**src/rtl/mem_port_arbiter_if.sv**
```systemverilog
// Bundle of requester (loader, CPU data, CPU fetch) and RAM-side signals around mem_port_arbiter.
// slave is the arbiter's view; master is the surrounding system (requesters plus RAM macro).
interface mem_port_arbiter_if #(
  parameter int AW = 8,
  parameter int DW = 8
);
  logic          l_req;
  logic [AW-1:0] l_addr;
  logic [DW-1:0] l_wdata;
  logic          l_done;
  logic          l_gnt;

  logic          d_req;
  logic          d_we;
  logic [AW-1:0] d_addr;
  logic [DW-1:0] d_wdata;
  logic          d_gnt;
  logic          d_rvalid;
  logic [DW-1:0] d_rdata;

  logic          f_req;
  logic [AW-1:0] f_addr;
  logic          f_gnt;
  logic          f_rvalid;
  logic [DW-1:0] f_rdata;

  logic          mem_en;
  logic          mem_we;
  logic [AW-1:0] mem_addr;
  logic [DW-1:0] mem_wdata;
  logic [DW-1:0] mem_rdata;

  logic          cpu_stall;
  logic          boot_done;

  modport slave (
    input  l_req, l_addr, l_wdata, l_done,
    input  d_req, d_we, d_addr, d_wdata,
    input  f_req, f_addr,
    input  mem_rdata,
    output l_gnt, d_gnt, d_rvalid, d_rdata,
    output f_gnt, f_rvalid, f_rdata,
    output mem_en, mem_we, mem_addr, mem_wdata,
    output cpu_stall, boot_done
  );

  modport master (
    output l_req, l_addr, l_wdata, l_done,
    output d_req, d_we, d_addr, d_wdata,
    output f_req, f_addr,
    output mem_rdata,
    input  l_gnt, d_gnt, d_rvalid, d_rdata,
    input  f_gnt, f_rvalid, f_rdata,
    input  mem_en, mem_we, mem_addr, mem_wdata,
    input  cpu_stall, boot_done
  );
endinterface

```
**src/rtl/mem_port_arbiter.sv**
```systemverilog
// Shares one single-port RAM between loader (boot only), CPU data and CPU fetch (data wins in RUN).
// Optional fetch starvation guard: define ARB_STARVE_GUARD_EN.
module mem_port_arbiter #(
  parameter int AW         = 8,
  parameter int DW         = 8,
  parameter int STARVE_MAX = 3
) (
  input logic                clk,
  input logic                rst,
  mem_port_arbiter_if.slave  bus
);

  typedef enum logic {LOAD, RUN} state_t;
  typedef enum logic [1:0] {TAG_NONE = 2'd0, TAG_D = 2'd1, TAG_F = 2'd2} tag_t;

  state_t state_q, state_d;
  tag_t   tag_q, tag_d;
  logic   lGnt, dGnt, fGnt;
  logic   fPriority;

`ifdef ARB_STARVE_GUARD_EN
  localparam int CW = $clog2(STARVE_MAX + 1);
  localparam logic [CW-1:0] STARVE_LIM = CW'(STARVE_MAX);

  logic [CW-1:0] starveCnt_q, starveCnt_d;

  // Counts consecutive RUN cycles in which fetch asked and lost; any fetch grant or idle fetch clears it.
  always_comb begin
    starveCnt_d = '0;
    if (state_q == RUN && bus.f_req && !fGnt) begin
      starveCnt_d = (starveCnt_q == STARVE_LIM) ? starveCnt_q : starveCnt_q + 1'b1;
    end
  end

  always_ff @(posedge clk or negedge rst) begin
    if (!rst) starveCnt_q <= '0;
    else      starveCnt_q <= starveCnt_d;
  end

  assign fPriority = (starveCnt_q == STARVE_LIM);
`else
  assign fPriority = 1'b0;
`endif

  // Grants are forced low while reset is held so nothing reaches the RAM.
  always_comb begin
    state_d = state_q;
    lGnt    = 1'b0;
    dGnt    = 1'b0;
    fGnt    = 1'b0;
    unique case (state_q)
      LOAD: begin
        lGnt = rst & bus.l_req;
        if (bus.l_done) state_d = RUN;
      end
      RUN: begin
        if (rst) begin
          if (fPriority && bus.f_req) fGnt = 1'b1;
          else if (bus.d_req)         dGnt = 1'b1;
          else if (bus.f_req)         fGnt = 1'b1;
        end
      end
      default: state_d = LOAD;
    endcase
  end

  always_comb begin
    tag_d = TAG_NONE;
    if (dGnt && !bus.d_we) tag_d = TAG_D;
    else if (fGnt)         tag_d = TAG_F;
  end

  always_ff @(posedge clk or negedge rst) begin
    if (!rst) begin
      state_q <= LOAD;
      tag_q   <= TAG_NONE;
    end else begin
      state_q <= state_d;
      tag_q   <= tag_d;
    end
  end

  assign bus.l_gnt = lGnt;
  assign bus.d_gnt = dGnt;
  assign bus.f_gnt = fGnt;

  assign bus.mem_en    = lGnt | dGnt | fGnt;
  assign bus.mem_we    = lGnt | (dGnt & bus.d_we);
  assign bus.mem_addr  = lGnt ? bus.l_addr :
                         dGnt ? bus.d_addr :
                         fGnt ? bus.f_addr : '0;
  assign bus.mem_wdata = lGnt ? bus.l_wdata :
                         dGnt ? bus.d_wdata : '0;

  // Read data is steered by the tag captured when the read was issued one cycle earlier.
  assign bus.d_rvalid = (tag_q == TAG_D);
  assign bus.f_rvalid = (tag_q == TAG_F);
  assign bus.d_rdata  = (tag_q == TAG_D) ? bus.mem_rdata : '0;
  assign bus.f_rdata  = (tag_q == TAG_F) ? bus.mem_rdata : '0;

  assign bus.cpu_stall = (bus.f_req & ~fGnt) | (bus.d_req & ~dGnt);
  assign bus.boot_done = (state_q == RUN);

endmodule

```
**src/flat_wrapper.sv**
```systemverilog
// flat-port wrapper written by rule: the top's interface ports become plain ports
module mem_port_arbiter_flat 
#(
  parameter int AW         = 8,
  parameter int DW         = 8,
  parameter int STARVE_MAX = 3
)
  (clk, rst, bus_l_req, bus_l_addr, bus_l_wdata, bus_l_done, bus_d_req, bus_d_we, bus_d_addr, bus_d_wdata, bus_f_req, bus_f_addr, bus_mem_rdata, bus_l_gnt, bus_d_gnt, bus_d_rvalid, bus_d_rdata, bus_f_gnt, bus_f_rvalid, bus_f_rdata, bus_mem_en, bus_mem_we, bus_mem_addr, bus_mem_wdata, bus_cpu_stall, bus_boot_done);
  mem_port_arbiter_if #(.AW(AW), .DW(DW)) bus_i ();
  input logic clk;
  input logic rst;
  input wire logic [$bits(bus_i.l_req)-1:0] bus_l_req;
  input wire logic [$bits(bus_i.l_addr)-1:0] bus_l_addr;
  input wire logic [$bits(bus_i.l_wdata)-1:0] bus_l_wdata;
  input wire logic [$bits(bus_i.l_done)-1:0] bus_l_done;
  input wire logic [$bits(bus_i.d_req)-1:0] bus_d_req;
  input wire logic [$bits(bus_i.d_we)-1:0] bus_d_we;
  input wire logic [$bits(bus_i.d_addr)-1:0] bus_d_addr;
  input wire logic [$bits(bus_i.d_wdata)-1:0] bus_d_wdata;
  input wire logic [$bits(bus_i.f_req)-1:0] bus_f_req;
  input wire logic [$bits(bus_i.f_addr)-1:0] bus_f_addr;
  input wire logic [$bits(bus_i.mem_rdata)-1:0] bus_mem_rdata;
  output wire logic [$bits(bus_i.l_gnt)-1:0] bus_l_gnt;
  output wire logic [$bits(bus_i.d_gnt)-1:0] bus_d_gnt;
  output wire logic [$bits(bus_i.d_rvalid)-1:0] bus_d_rvalid;
  output wire logic [$bits(bus_i.d_rdata)-1:0] bus_d_rdata;
  output wire logic [$bits(bus_i.f_gnt)-1:0] bus_f_gnt;
  output wire logic [$bits(bus_i.f_rvalid)-1:0] bus_f_rvalid;
  output wire logic [$bits(bus_i.f_rdata)-1:0] bus_f_rdata;
  output wire logic [$bits(bus_i.mem_en)-1:0] bus_mem_en;
  output wire logic [$bits(bus_i.mem_we)-1:0] bus_mem_we;
  output wire logic [$bits(bus_i.mem_addr)-1:0] bus_mem_addr;
  output wire logic [$bits(bus_i.mem_wdata)-1:0] bus_mem_wdata;
  output wire logic [$bits(bus_i.cpu_stall)-1:0] bus_cpu_stall;
  output wire logic [$bits(bus_i.boot_done)-1:0] bus_boot_done;
  assign bus_i.l_req = bus_l_req;
  assign bus_i.l_addr = bus_l_addr;
  assign bus_i.l_wdata = bus_l_wdata;
  assign bus_i.l_done = bus_l_done;
  assign bus_i.d_req = bus_d_req;
  assign bus_i.d_we = bus_d_we;
  assign bus_i.d_addr = bus_d_addr;
  assign bus_i.d_wdata = bus_d_wdata;
  assign bus_i.f_req = bus_f_req;
  assign bus_i.f_addr = bus_f_addr;
  assign bus_i.mem_rdata = bus_mem_rdata;
  assign bus_l_gnt = bus_i.l_gnt;
  assign bus_d_gnt = bus_i.d_gnt;
  assign bus_d_rvalid = bus_i.d_rvalid;
  assign bus_d_rdata = bus_i.d_rdata;
  assign bus_f_gnt = bus_i.f_gnt;
  assign bus_f_rvalid = bus_i.f_rvalid;
  assign bus_f_rdata = bus_i.f_rdata;
  assign bus_mem_en = bus_i.mem_en;
  assign bus_mem_we = bus_i.mem_we;
  assign bus_mem_addr = bus_i.mem_addr;
  assign bus_mem_wdata = bus_i.mem_wdata;
  assign bus_cpu_stall = bus_i.cpu_stall;
  assign bus_boot_done = bus_i.boot_done;
  mem_port_arbiter #(.AW(AW), .DW(DW), .STARVE_MAX(STARVE_MAX)) u_core (.clk(clk), .rst(rst), .bus(bus_i));
endmodule
```
**config.mk**
```make
export PLATFORM = sky130hd
export DESIGN_NAME = mem_port_arbiter_flat
export DESIGN_NICKNAME = d
export VERILOG_FILES = /design/src/rtl/mem_port_arbiter_if.sv /design/src/rtl/mem_port_arbiter.sv /design/src/flat_wrapper.sv
export SDC_FILE = /design/constraint.sdc
export NUM_CORES = 1
export LEC_CHECK = 0
export ABC_AREA = 1
export ABC_CLOCK_PERIOD_IN_PS = 1900
export CORE_AREA = 2 2 49 61
export CTS_CLUSTER_DIAMETER = 100
export DETAILED_ROUTE_END_ITERATION = 16
export DIE_AREA = 0 0 51 63
export HOLD_SLACK_MARGIN = 0.06
export PLACE_DENSITY = 0.9
export SYNTH_ARGS = -nofsm -noshare
export SYNTH_HDL_FRONTEND = slang
export SYNTH_SLANG_ARGS = --single-unit
```
**constraint.sdc**
```tcl
create_clock -name clk -period 1.9 [get_ports clk]
set_input_delay 0.285 -clock clk [delete_from_list [all_inputs] [get_ports clk]]
set_output_delay 0.285 -clock clk [all_outputs]
set_load 0.02 [all_outputs]
```
### Word-level counts from Yosys, hierarchy flattened

Index checks and enable logic that the tools add are counted.

| operators by class | value |
|---|---|
| eq/ne operators | 2 |
| muxes and demuxes | 19 |
| bitwise logic cells | 10 |
| reduce and logical (&&, ||, !) cells | 2 |

Operators with widths:

| kind | number |
|---|---|
| 2-to-1 mux 8 bit | 7 |
| 2-to-1 mux 1 bit | 10 |
| bitwise AND 1 bit | 4 |
| 2-to-1 mux 2 bit | 2 |
| OR 1 bit | 4 |
| == test 2 x 1 -> 1 bit (second input constant) | 1 |
| == test 2 bit (second input constant) | 1 |
| inverter 1 bit | 2 |
| logical AND 1 bit | 1 |
| zero test 1 bit | 1 |

| storage, ports and cells | value |
|---|---|
| register bits after elaboration | 3 |
| input bits | 55 |
| logic and storage cells | 35 |

### Depth between registers and ports, before layout

| logic depth | value |
|---|---|
| depth in word-level cells | 7 |
| depth in mapped cells | 6 |
| gate-level depth less buffers | 5 |

### Least setup slack after synthesis

Ideal clock, no wire load.

| timing path | value |
|---|---|
| path type | reg2out |
| start point | reg u_core.state_q, in the netlist u_core.bus.boot_done |
| end point | out bus_mem_wdata[0] |
| data arrival time | 1159 ps |
| slack | 456 ps |
| stages on the path, launching flop included | 6 |
| buffers on the path | 0 |
| cells stage by stage | dfrtp_1 -> inv_2 -> nand3_1 -> inv_2 -> nand2_1 -> nand2_1 |

RTL lines:

| element | RTL line | source |
|---|---|---|
| start, declared | mem_port_arbiter.sv:16 | `state_t state_q, state_d;` |
| start signal, assigned | mem_port_arbiter.sv:78 | `state_q <= state_d;` |
| 2-to-1 mux 1 bit | mem_port_arbiter.sv:51 | `unique case (state_q)` |
| net bus_l_gnt | flat_wrapper.sv:23 | `output wire logic [$bits(bus_i.l_gnt)-1:0] bus_l_gnt;` |
| 2-to-1 mux 8 bit | mem_port_arbiter.sv:92 | `assign bus.mem_wdata = lGnt ? bus.l_wdata :` |
| end, declared | flat_wrapper.sv:33 | `output wire logic [$bits(bus_i.mem_wdata)-1:0] bus_mem_wdata;` |

The timed path passes the listed nets, and every way through them passes these cells.

### Worst setup path after layout

| timing path | value |
|---|---|
| start point | in bus_d_req |
| end point | out bus_mem_addr[6] |

| on the way | value |
|---|---|
| longest elaborated chain between the ends | 6 |

RTL lines:

| element | RTL line | source |
|---|---|---|
| start, declared | flat_wrapper.sv:16 | `input wire logic [$bits(bus_i.d_req)-1:0] bus_d_req;` |
| 2-to-1 mux 1 bit | mem_port_arbiter.sv:59 | `else if (bus.d_req) dGnt = 1'b1;` |
| 2-to-1 mux 1 bit | mem_port_arbiter.sv:57 | `if (rst) begin` |
| 2-to-1 mux 1 bit | mem_port_arbiter.sv:51 |  |
| 2-to-1 mux 8 bit | mem_port_arbiter.sv:91 | `fGnt ? bus.f_addr : '0;` |
| 2-to-1 mux 8 bit * | mem_port_arbiter.sv:90 | `dGnt ? bus.d_addr :` |
| 2-to-1 mux 8 bit * | mem_port_arbiter.sv:89 | `assign bus.mem_addr = lGnt ? bus.l_addr :` |
| end, declared | flat_wrapper.sv:32 | `output wire logic [$bits(bus_i.mem_addr)-1:0] bus_mem_addr;` |

Every way passes the cells marked *; elsewhere a longest branch is shown, timed or not.

==> results <==
## state kept, by name, indices dropped and copies added, names as in the netlist
signal / flops
u_core.tag_q: 2
u_core.bus.boot_done: 1
## routing by layer
layer	GRT usage [%]	vias to the layer above	share of wire, %
met5	0	-	0
met4	6.42	0	0.21
met3	8.13	2	13
met2	33.8	71	52
met1	17.0	520	34
li1	-	570	-
## final cells by class
cell class / instances / area, um2 / share of cell area [%]
clock buffer: 4 / 26.3 / 1.60
inverter: 19 / 71.3 / 4.33
multi-input combinational: 90 / 429 / 26.1
sequential: 3 / 75.1 / 4.56
tap: 34 / 42.5 / 2.58
timing repair buffer: 104 / 1000 / 60.9
## logic make-up (layout without fill, tap and decap cells)
logic type             count (synthesis)  count (layout)  share of synthesized area (%)
DFF                                    3               3                           12.9
and+or+nand+nor                       87              90                           68.7
buffers and inverters                 23             127                           18.5
## worst max path at each step
stage,startpoint,end,slack [ps],depth (start not counted)
after floorplan,u_core.bus.boot_done,bus_mem_wdata[0],460,5
after global placement,rst,bus_mem_addr[7],-350,6
after detailed placement,rst,bus_mem_addr[7],-390,6
after CTS,bus_d_req,bus_mem_addr[7],-4,7
after global routing,bus_d_req,bus_cpu_stall,-30,7
final,bus_d_req,bus_mem_addr[6],60,7
## synth_stat cells
library cell / n
nand4_1: 8
nor2_8: 1
inv_1: 16
nor2_2: 1
nand2_1: 39
buf_8: 1
inv_2: 3
or2_2: 2
nand2_4: 1
buf_6: 1
nor2_1: 17
buf_2: 2
dfrtp_1: 3
nand3_1: 18
## power groups by stage
stage	registers [mW]	clock network (mW)	logic, mW
finish	0.0664	0.116	0.289
global route	0.0665	0.130	0.310
CTS	0.0664	0.122	0.293
detailed placement	0.0673	0	0.303
global placement	0.0671	0	0.300
floorplan	0.0671	0	0.105
## worst max-delay path: stages
cell,delay [ps]
clkdlybuf4s50_1,430
buf_4,150
nor2_2,130
buf_6,150
nand3_1,70
nand3_1,70
clkdlybuf4s15_2,260
## repair_timing
action                                 4_1_cts  5_1_grt
endpoints found under the hold margin        0        0
hold buffers                                 0        0
resized for setup                           48       25
setup endpoints to repair                   32       26
pin swaps                                    2        0
cloned                                       2        1
## per-stage QoR
stage,utilization [%],setup slack [ps],power (mW)
6_report,62.0,62.3,0.471
2_1_floorplan,-,456,0.172
4_1_cts,62.0,-4.04,0.481
3_3_place_gp,61.1,-347,0.367
5_1_grt,62.0,-32.6,0.506
3_5_place_dp,61.1,-387,0.370
==> summary.md <==
| Metric | Value |
|---|---|
| Finished Layout Cells | `about 250` |
| CP max FO | `8` |
| Area growth, synth to finish | `182%` |
| Detailed placer's ending HPWL | `2280 um` |
| Worst slew pin tran | `294 ps` |
| Setup Buffers After CTS | `0` |
| Area leader, netlist | `nand2_1` |
| Starting Density | `22.0%` |
| Cell total after placement | `about 250` |
| Final wirelength | `a little under 3000 um` |
| Synth Warn # | `0` |
| Fin Setup TNS | `0 ps` |
| Top area cells in the synthesized netlist | `nand2_1 25%, nand3_1 15%, dfrtp_1 13%` |
| Port Buffer Count | `95` |
| GRT Util Overall | `18.2%` |
| Switching pwr | `between 0.15 and 0.2 mW` |
| Worst r2r src | `u_core.bus.boot_done` |
| Netlist cell types | `14` |
| H-tree Lvls | `1` |
| Longest Clk Path Bufs | `2` |
| Mapped Avg Cell Area | `5.16 um2` |
| Synth Net Count | `between 150 and 200` |
| Pin count of the biggest net entering global routing | `10` |
| Mapped Cells | `between 100 and 150` |
| Antenna diode count | `0` |
| FF-to-FF path depth | `5` |
| Synthesized flop and latch total | `3` |
| Mapped cell area | `583 um2` |
| GP Congestion | `0.694` |
| Critical path class | `primary input to output pin` |
| First-pass GRT wire length | `4550 um` |
| Post-route cell area | `1650 um2` |
| Worst EP arrival | `1550 ps` |
| Power Dens Cells | `approximately 290 nW/um2` |
| DRC viols | `0` |
| Antenna violations before repair | `0` |
| CTS Sinks | `3` |
| Final setup violation count | `0` |
| Skew final | `1.59 ps` |
| Max Cap Violations | `0` |
| Router iterations before antenna repair | `4` |
| Die Ht | `63 um` |
| Cell internal pwr | `0.306 mW` |
| # fillers | `226` |
| Max Transition Viols Final | `0` |
| R2R setup slack | `800 ps` |
| Logic gate share of total power | `61.3%` |
| Final hold vios | `0` |
| Most frequent cells in the layout | `54 x clkdlybuf4s50_1, 39 x nand2_1, 18 x nand3_1, 17 x nor2_1, 16 x dlygate4sd2_1` |
| Total CTS buffers | `3` |
| Reg2reg end | `u_core.tag_q[0]` |
| Critical Path RT | `roughly 1600 ps` |
| Commonest non-fill, non-tap cell in the layout | `clkdlybuf4s50_1` |
| Post-route ant nets | `0` |
| Max Fclk | `roughly 540 MHz` |
| Share of layout cells above drive strength 1 | `15.0%` |
| Nets@finish | `276` |
| Core Region | `about 2700 um2` |
| Clk pwr share | `between 20% and 30%` |
| Die area | `between 3000 and 4000 um2` |
| Status | `finished clean` |
| Overall die width | `51 um` |
| Placed cell area | `roughly 1600 um2` |
| Hold Crit Class | `primary input to async pin` |
| Clk slew on worst S/H paths | `40 ps` |
| Sequential cell area fraction in the yosys report | `12.9%` |
| I/O pin cnt | `96` |
| RSZ-0062 raised after global routing | `true` |
| Routed vias | `roughly 1200` |
| Hold slack | `just under 200 ps` |
| Final min period | `~1800 ps` |
| Reg power frac | `14.1%` |
| Vias per inst | `~4.6` |
| Period Utilization, post-route | `about 97%` |
| Peak supply drop | `0.186 mV` |
| P_leak | `1.01 nW` |
| Type of origin of the critical path | `primary input` |
| Worst rel slew slack | `between 80% and 90%` |
| Root buf cell | `clkbuf_4` |
| Number of global-route vias before repair | `1101` |
| Grt total ovfl | `0` |
| CTS tree | `done` |
| Switch share | `between 30% and 40%` |
| Initial drt markers | `28` |
| Later-pin clock latency in the skew report | `around 240 ps` |
| Worst setup EP type | `output pin` |
| # rows | `21` |
| DR WL/cell | `11.5 um` |
| Yosys top cell area share | `approximately 25%` |
No activity file was read; power rests on OpenSTA's default activity.
